`config.mk`:
```
export PLATFORM = sky130hd
export DESIGN_NAME = dff_input_conditioner
export DESIGN_NICKNAME = d
export VERILOG_FILES = /design/src/rtl/dff_input_conditioner.sv
export SDC_FILE = /design/constraint.sdc
export NUM_CORES = 1
export LEC_CHECK = 0
export BUFFER_PORTS_ARGS = -buffer_cell sky130_fd_sc_hd__buf_4
export CORE_MARGIN = 1
export CORE_UTILIZATION = 55
export CTS_CLUSTER_DIAMETER = 60
export DETAILED_ROUTE_END_ITERATION = 6
export PLACE_DENSITY = 0.78
export RECOVER_POWER = 25
export SETUP_SLACK_MARGIN = 0.02
export SLEW_MARGIN = 10
export SYNTH_ARGS = -nofsm -noshare
export SYNTH_HDL_FRONTEND = slang
export SYNTH_SLANG_ARGS = --single-unit
```
`constraint.sdc`:
```
create_clock -name clk -period 2.76 [get_ports clk]
set_input_delay 0.276 -clock clk [delete_from_list [all_inputs] [get_ports clk]]
set_output_delay 0.276 -clock clk [all_outputs]
set_load 0.05 [all_outputs]
```
`src/rtl/dff_input_conditioner.sv`:
```
// rtl/dff_input_conditioner.sv - synchronise, debounce and edge-detect a single-bit level
module dff_input_conditioner #(
   parameter int SYNC_STAGES = 2,
   parameter int DEBOUNCE    = 4,
   parameter int CNT_W       = 8
) (
   input  logic             clk,
   input  logic             rst,
   input  logic             d,
   input  logic             clr,
   output logic             q_clean,
   output logic             rise,
   output logic             fall,
   output logic             busy,
   output logic [CNT_W-1:0] rise_cnt
);

   localparam int            CW       = $clog2(DEBOUNCE + 1);
   localparam logic [CW-1:0] CNT_LAST = CW'(DEBOUNCE - 1);

   typedef enum logic [1:0] {
      STABLE_LO = 2'd0,
      WAIT_HI   = 2'd1,
      STABLE_HI = 2'd2,
      WAIT_LO   = 2'd3
   } state_t;

   state_t                 state;
   logic [CW-1:0]          cnt;
   logic [SYNC_STAGES-1:0] sync;
   logic                   s;

   assign s = sync[SYNC_STAGES-1];

   // Shift the raw level through the synchroniser chain.
   always_ff @(posedge clk or negedge rst) begin
      if (!rst) begin
         sync <= '0;
      end else begin
         sync <= {sync[SYNC_STAGES-2:0], d};
      end
   end

   // Debounce FSM; pulses, busy and q_clean are registered alongside state.
   always_ff @(posedge clk or negedge rst) begin
      if (!rst) begin
         state   <= STABLE_LO;
         cnt     <= '0;
         q_clean <= 1'b0;
         rise    <= 1'b0;
         fall    <= 1'b0;
         busy    <= 1'b0;
      end else begin
         rise <= 1'b0;
         fall <= 1'b0;
         case (state)
            STABLE_LO: begin
               if (s) begin
                  state <= WAIT_HI;
                  cnt   <= '0;
                  busy  <= 1'b1;
               end
            end
            WAIT_HI: begin
               if (!s) begin
                  // Glitch: level fell back before it was qualified.
                  state <= STABLE_LO;
                  busy  <= 1'b0;
               end else if (cnt == CNT_LAST) begin
                  state   <= STABLE_HI;
                  q_clean <= 1'b1;
                  rise    <= 1'b1;
                  busy    <= 1'b0;
               end else begin
                  cnt <= cnt + 1'b1;
               end
            end
            STABLE_HI: begin
               if (!s) begin
                  state <= WAIT_LO;
                  cnt   <= '0;
                  busy  <= 1'b1;
               end
            end
            WAIT_LO: begin
               if (s) begin
                  state <= STABLE_HI;
                  busy  <= 1'b0;
               end else if (cnt == CNT_LAST) begin
                  state   <= STABLE_LO;
                  q_clean <= 1'b0;
                  fall    <= 1'b1;
                  busy    <= 1'b0;
               end else begin
                  cnt <= cnt + 1'b1;
               end
            end
            default: begin
               state <= STABLE_LO;
               busy  <= 1'b0;
            end
         endcase
      end
   end

   // Count rise pulses, saturating; clear wins over a coincident pulse.
   always_ff @(posedge clk or negedge rst) begin
      if (!rst) begin
         rise_cnt <= '0;
      end else if (clr) begin
         rise_cnt <= '0;
      end else if (rise && (rise_cnt != {CNT_W{1'b1}})) begin
         rise_cnt <= rise_cnt + 1'b1;
      end
   end

endmodule
```
# Yosys cells after proc, flatten, opt, wreduce, memory -nomap -nowiden

Cells that the tools add are included.

Add/sub/neg operators: 2
Equal/unequal tests: 13
Mux-type cells: 31
Reductions and logical operators: 8

Operator list:

| kind                | number |
|---|---|
| $mux 8              | 2 |
| $mux 3              | 5 |
| $mux 1              | 14 |
| $mux 2              | 6 |
| $ne 2x2->1 const B  | 6 |
| $pmux 3 s4          | 1 |
| $add 8x1->8 const B | 1 |
| $ne 8x8->1 const B  | 1 |
| $pmux 2 s4          | 1 |
| $reduce_and 4->1    | 2 |
| $ne 3x3->1 const B  | 2 |
| $reduce_and 5->1    | 1 |
| $eq 2x2->1 const B  | 2 |
| $pmux 1 s4          | 1 |
| $reduce_bool 2->1   | 2 |
| $add 3x1->3 const B | 1 |
| $eq 3x2->1 const B  | 1 |
| $eq 2x1->1 const B  | 1 |
| $logic_not 2->1     | 1 |
| $pmux 1 s2          | 1 |
| $reduce_and 2->1    | 1 |
| $logic_and 1x1->1   | 1 |

Register bits: 19
Input bits: 4
Output and inout bits: 12
Logic and storage cells: 62

# Depth between registers and ports, before layout

Depth in word-level cells: 4
Gate-level depth with buffers: 5

# Worst setup path before layout

No wires, ideal clock.

Kind: reg2reg
Start: register rise_cnt[0]
End: register rise_cnt[0]
Arrival time: 1,610 ps
Setup slack: 1,023 ps
Stages on the path, launching flop included: 5
Path buffers: 0
Cells stage by stage: dfrtp_1 ha_1 and3_1 a21boi_2 mux2_1

Cells in the longest elaborated chain, start to end: 3
Elaborated cells between the ends (all ways): 6
Classes of those cells: 1 x add/sub; 1 x eq/ne; 2 x mux; 2 x reduce/logical

RTL lines:

| element                                            | RTL line | source |
|---|---|---|
| start, declared                                    | 15       | `output logic [CNT_W-1:0] rise_cnt` |
| start signal, assigned                             | 113      | `rise_cnt <= rise_cnt + 1'b1;` |
| $add 8x1->8 / $ne 8x8->1 (equally long branches)   | 113, 112 |  |
| $mux 8 / $logic_and 1x1->1 (equally long branches) | 112      | `end else if (rise && (rise_cnt != {CNT_W{1'b1}})) begin` |
| $mux 8 / $reduce_bool 2->1 (equally long branches) | n/a      |  |

Several ways; a longest one is shown, not always the timed one. The select of a mux whose other input is x is not followed.
A chain may end at the register's enable or synchronous reset.

# Worst setup path after layout

Start: register cnt[0]
End: register cnt[0]

Cells in the longest elaborated chain, start to end: 4
Elaborated cells between the ends (all ways): 6
Classes of those cells: 1 x add/sub; 1 x eq/ne; 4 x mux

RTL lines:

| element                                          | RTL line | source |
|---|---|---|
| start, declared                                  | 29       | `logic [CW-1:0] cnt;` |
| start signal, assigned                           | 75       | `cnt <= cnt + 1'b1;` |
| start signal, assigned                           | 95       | `cnt <= cnt + 1'b1;` |
| $add 3x1->3 / $eq 3x2->1 (equally long branches) | n/a      |  |
| $mux 3 *                                         | 69, 89   |  |
| $mux 3 (on tied branches)                        | 86, 65   |  |
| $pmux 3 s4 *                                     | 56       | `case (state)` |

Mark *: on every way between the ends. The rest lies on a longest branch, timed or not. The select of a mux whose other input is x is not followed.

==> summary.md <==
| Metric | Value |
|---|---|
| Post-DP HPWL | `1.13 mm` |
| Most common cell on crit path | `ha_1` |
| Number of synthesized flops with an enable pin | `0` |
| Largest net degree at the start of global routing | `20` |
| Setup Skew | `0.00626 ns` |
| Most common library cells after synthesis | `dfrtp_1 (19), nand2_1 (7)` |
| Clk_lat worst skew | `0.29 ns` |
| Max-cap violations | `0` |
| Setup total negative slack | `0 ns` |
| Syn Inst Count | `87` |
| Routed WL | `1.63 mm` |
| Post-route ant nets | `0` |
| WHS | `0.107 ns` |
| CP arrival | `1.84 ns` |
| Post-synthesis sequential area ratio | `50.3%` |
| Core area | `1560 um2` |
| Post-CTS Resized | `0` |
| Status | `finished with violations` |
| Total GRT Usage | `21.9%` |
| Syn nets | `95` |
| Synth top area share | `50.3%` |
| Gpl congestion | `0.757` |
| Final worst-path cycle share | `57.9%` |
| Delay of the slowest cell on the worst path | `0.52 ns` |
| First-pass GRT wire length | `3.00 mm` |
| Vias per cell | `6.07` |
| Cell type with the largest total area after synthesis | `dfrtp_1` |
| DR WL/cell | `13.8 um` |
| Synth area leaders | `dfrtp_1 (50%), ha_1 (5.3%), mux2_1 (3.6%)` |
| Hold crit path type | `in -> reg` |
| Worst-path cell chain | `ha_1 > ha_1 > or4b_1 > nand3_1` |
| Antenna diode count | `0` |
| Setup crit end kind | `register` |
| Number of global-route vias before repair | `658` |
| TritonCTS clock tree | `yes` |
| Failing checks | `DRC` |
| Die Wd | `43.5 um` |
| Ys flop type | `dfrtp_1` |
| Clock-pin slew on the worst setup and hold paths | `0.10 ns` |
| Clock root buffer | `clkbuf_4` |
| Die Y-Extent | `43.5 um` |
| Worst rel slew slack | `33.1%` |
| Port-buffer cells | `15` |
| LEAKAGE | `0.486 nW` |
| Starting Density | `60.7%` |
| Area Overhead vs Synth | `14.9%` |
| # rows | `14` |
| Netlist cell types | `33` |
| Synthesized area | `946 um2` |
| Crit-path max FO | `8` |
| Clock period minus worst slack | `1.60 ns` |
| Worst Max-Slew Pin Slew | `1.00 ns` |
| Setup Buffers After CTS | `0` |
| Drt drc | `2` |
| Fillers | `123` |
| Worst Path Required | `3.00 ns` |
| Asr flop ratio synth | `100%` |
| CTS Buffer Depth | `2` |
| Die area | `1890 um2` |
| Layout cell share with drive strength beyond 1 | `18.6%` |
| Max-slew violation count | `0` |
| Avg Inst Size Synth | `10.9 um2` |
| DR iter-0 viols | `9` |
| Initial antenna violation count | `0` |
| Setup crit start kind | `register` |
| Final hold vios | `0` |
| Vias after detailed routing | `716` |
| Detailed Routing Iterations Pass 1 | `6` |
| H-tree lvl count | `1` |
| RSZ-0062 raised after global routing | `false` |
| Final setup viols | `0` |
| Synth warn | `0` |
| CTS buffer count | `3` |
| Synth Register Bits | `19` |
| Crit-path slowest cell | `or4b_1` |
| NumNets Final | `111` |
| Most numerous cell in the Yosys netlist | `dfrtp_1` |
| Final core occ | `69.7%` |
| Max Freq | `626 MHz` |
| PwrDens | `644 nW/um2` |
| Max VDD drop | `0.506 mV` |
| WS Path Type | `reg -> reg` |
| Number of top-level pins | `16` |
| Grt total ovfl | `0` |
| Clock sinks | `19` |
[cell usage in the layout (no fill, tap or decap), types with 2 or more instances in the layout]
master,count
and4_1,2
a211oi_1,4
a22o_1,2
nand2_1,7
and3_1,2
a21oi_1,4
nor2_1,4
nor3b_1,2
nand2b_1,3
mux2_1,3
o21ai_1,2
dfrtp_1,19
a31oi_1,3
clkbuf_1,2
ha_1,4
nor2b_1,3
clkbuf_4,4
nand3_1,3
buf_4,13
[final cells by class]
| class | count | area, um2 | share of cell area [%] |
|---|---|---|---|
| Multi-Input combinational cell | 62 | 443 | 40.7 |
| Clock buffer | 4 | 26.3 | 2.42 |
| Sequential cell | 19 | 475 | 43.7 |
| Timing Repair Buffer | 16 | 119 | 10.9 |
| Tap cell | 16 | 20.0 | 1.84 |
| Inverter | 1 | 3.75 | 0.345 |
[per-layer routing]
layer	vias to the layer above	GRT usage, %	share of wire [%]
li1	350	-	-
met1	346	31.9	49
met2	18	30.6	46
met3	2	3.75	3.8
met4	0	13.8	1.0
met5	-	0	0
[stage by stage]
stage | instances | setup slack [ns] | area (um2) | power (mW)
floorplan | 87 | 1.02 | 946 | 0.515
global placement | 113 | 1.22 | 1050 | 0.556
detailed placement | 113 | 1.19 | 1050 | 0.566
CTS | 118 | 1.17 | 1090 | 0.707
global route | 118 | 1.06 | 1090 | 0.748
finish | 118 | 1.16 | 1090 | 0.700
[kinds of logic (layout without fill, tap and decap cells)]
family | Yosys count | count (layout) | share of synthesized area (%)
AND/OR/NAND/NOR | 30 | 30 | 18.0
AO/OA/AOI/OAI | 23 | 23 | 17.2
flip-flops | 19 | 19 | 50.3
buffers and inverters | 6 | 21 | 2.91
adder cells (fa/ha/maj) | 4 | 4 | 5.29
multiplexers | 4 | 4 | 4.63
XOR/XNOR | 1 | 1 | 1.72
[final timing paths]
path / from / end / slack [ns] / depth (start not counted)
min in group asynchronous: rst / cnt[2] / 0.66 / 2
hold reg to reg: sync[0] / sync[1] / 0.36 / 0
setup reg to reg: cnt[0] / cnt[0] / 1.16 / 4
max in group asynchronous: rst / rise_cnt[0] / 1.50 / 2
setup / recovery: cnt[0] / cnt[0] / 1.16 / 4
hold / removal: d / sync[0] / 0.11 / 1
[critical path: cells and delay by family, from the launching register on]
family | cells | cell delay (ns)
and+or+nand+nor | 2 | 0.61
adders and majority gates | 2 | 0.51
DFF | 1 | 0.43
[state kept, by name, indices dropped and copies added (netlist names), named ones only]
signal    flops
rise_cnt      8
state         1
q_clean       1
busy          1
rise          1
cnt           3
fall          1
sync          2
[report_power, final]
part	total, mW	switching, mW	internal [mW]
Combinational	0.188	0.107	0.0813
Clock	0.138	0.0816	0.0563
Sequential	0.374	0.0540	0.320
Total	0.700	0.243	0.457
[timing repair]
action	in CTS	in global routing
endpoints found under the setup margin	0	0
hold endpoints to repair	19	0
hold buffers	1	0
Power figures use the tool's default switching activity.
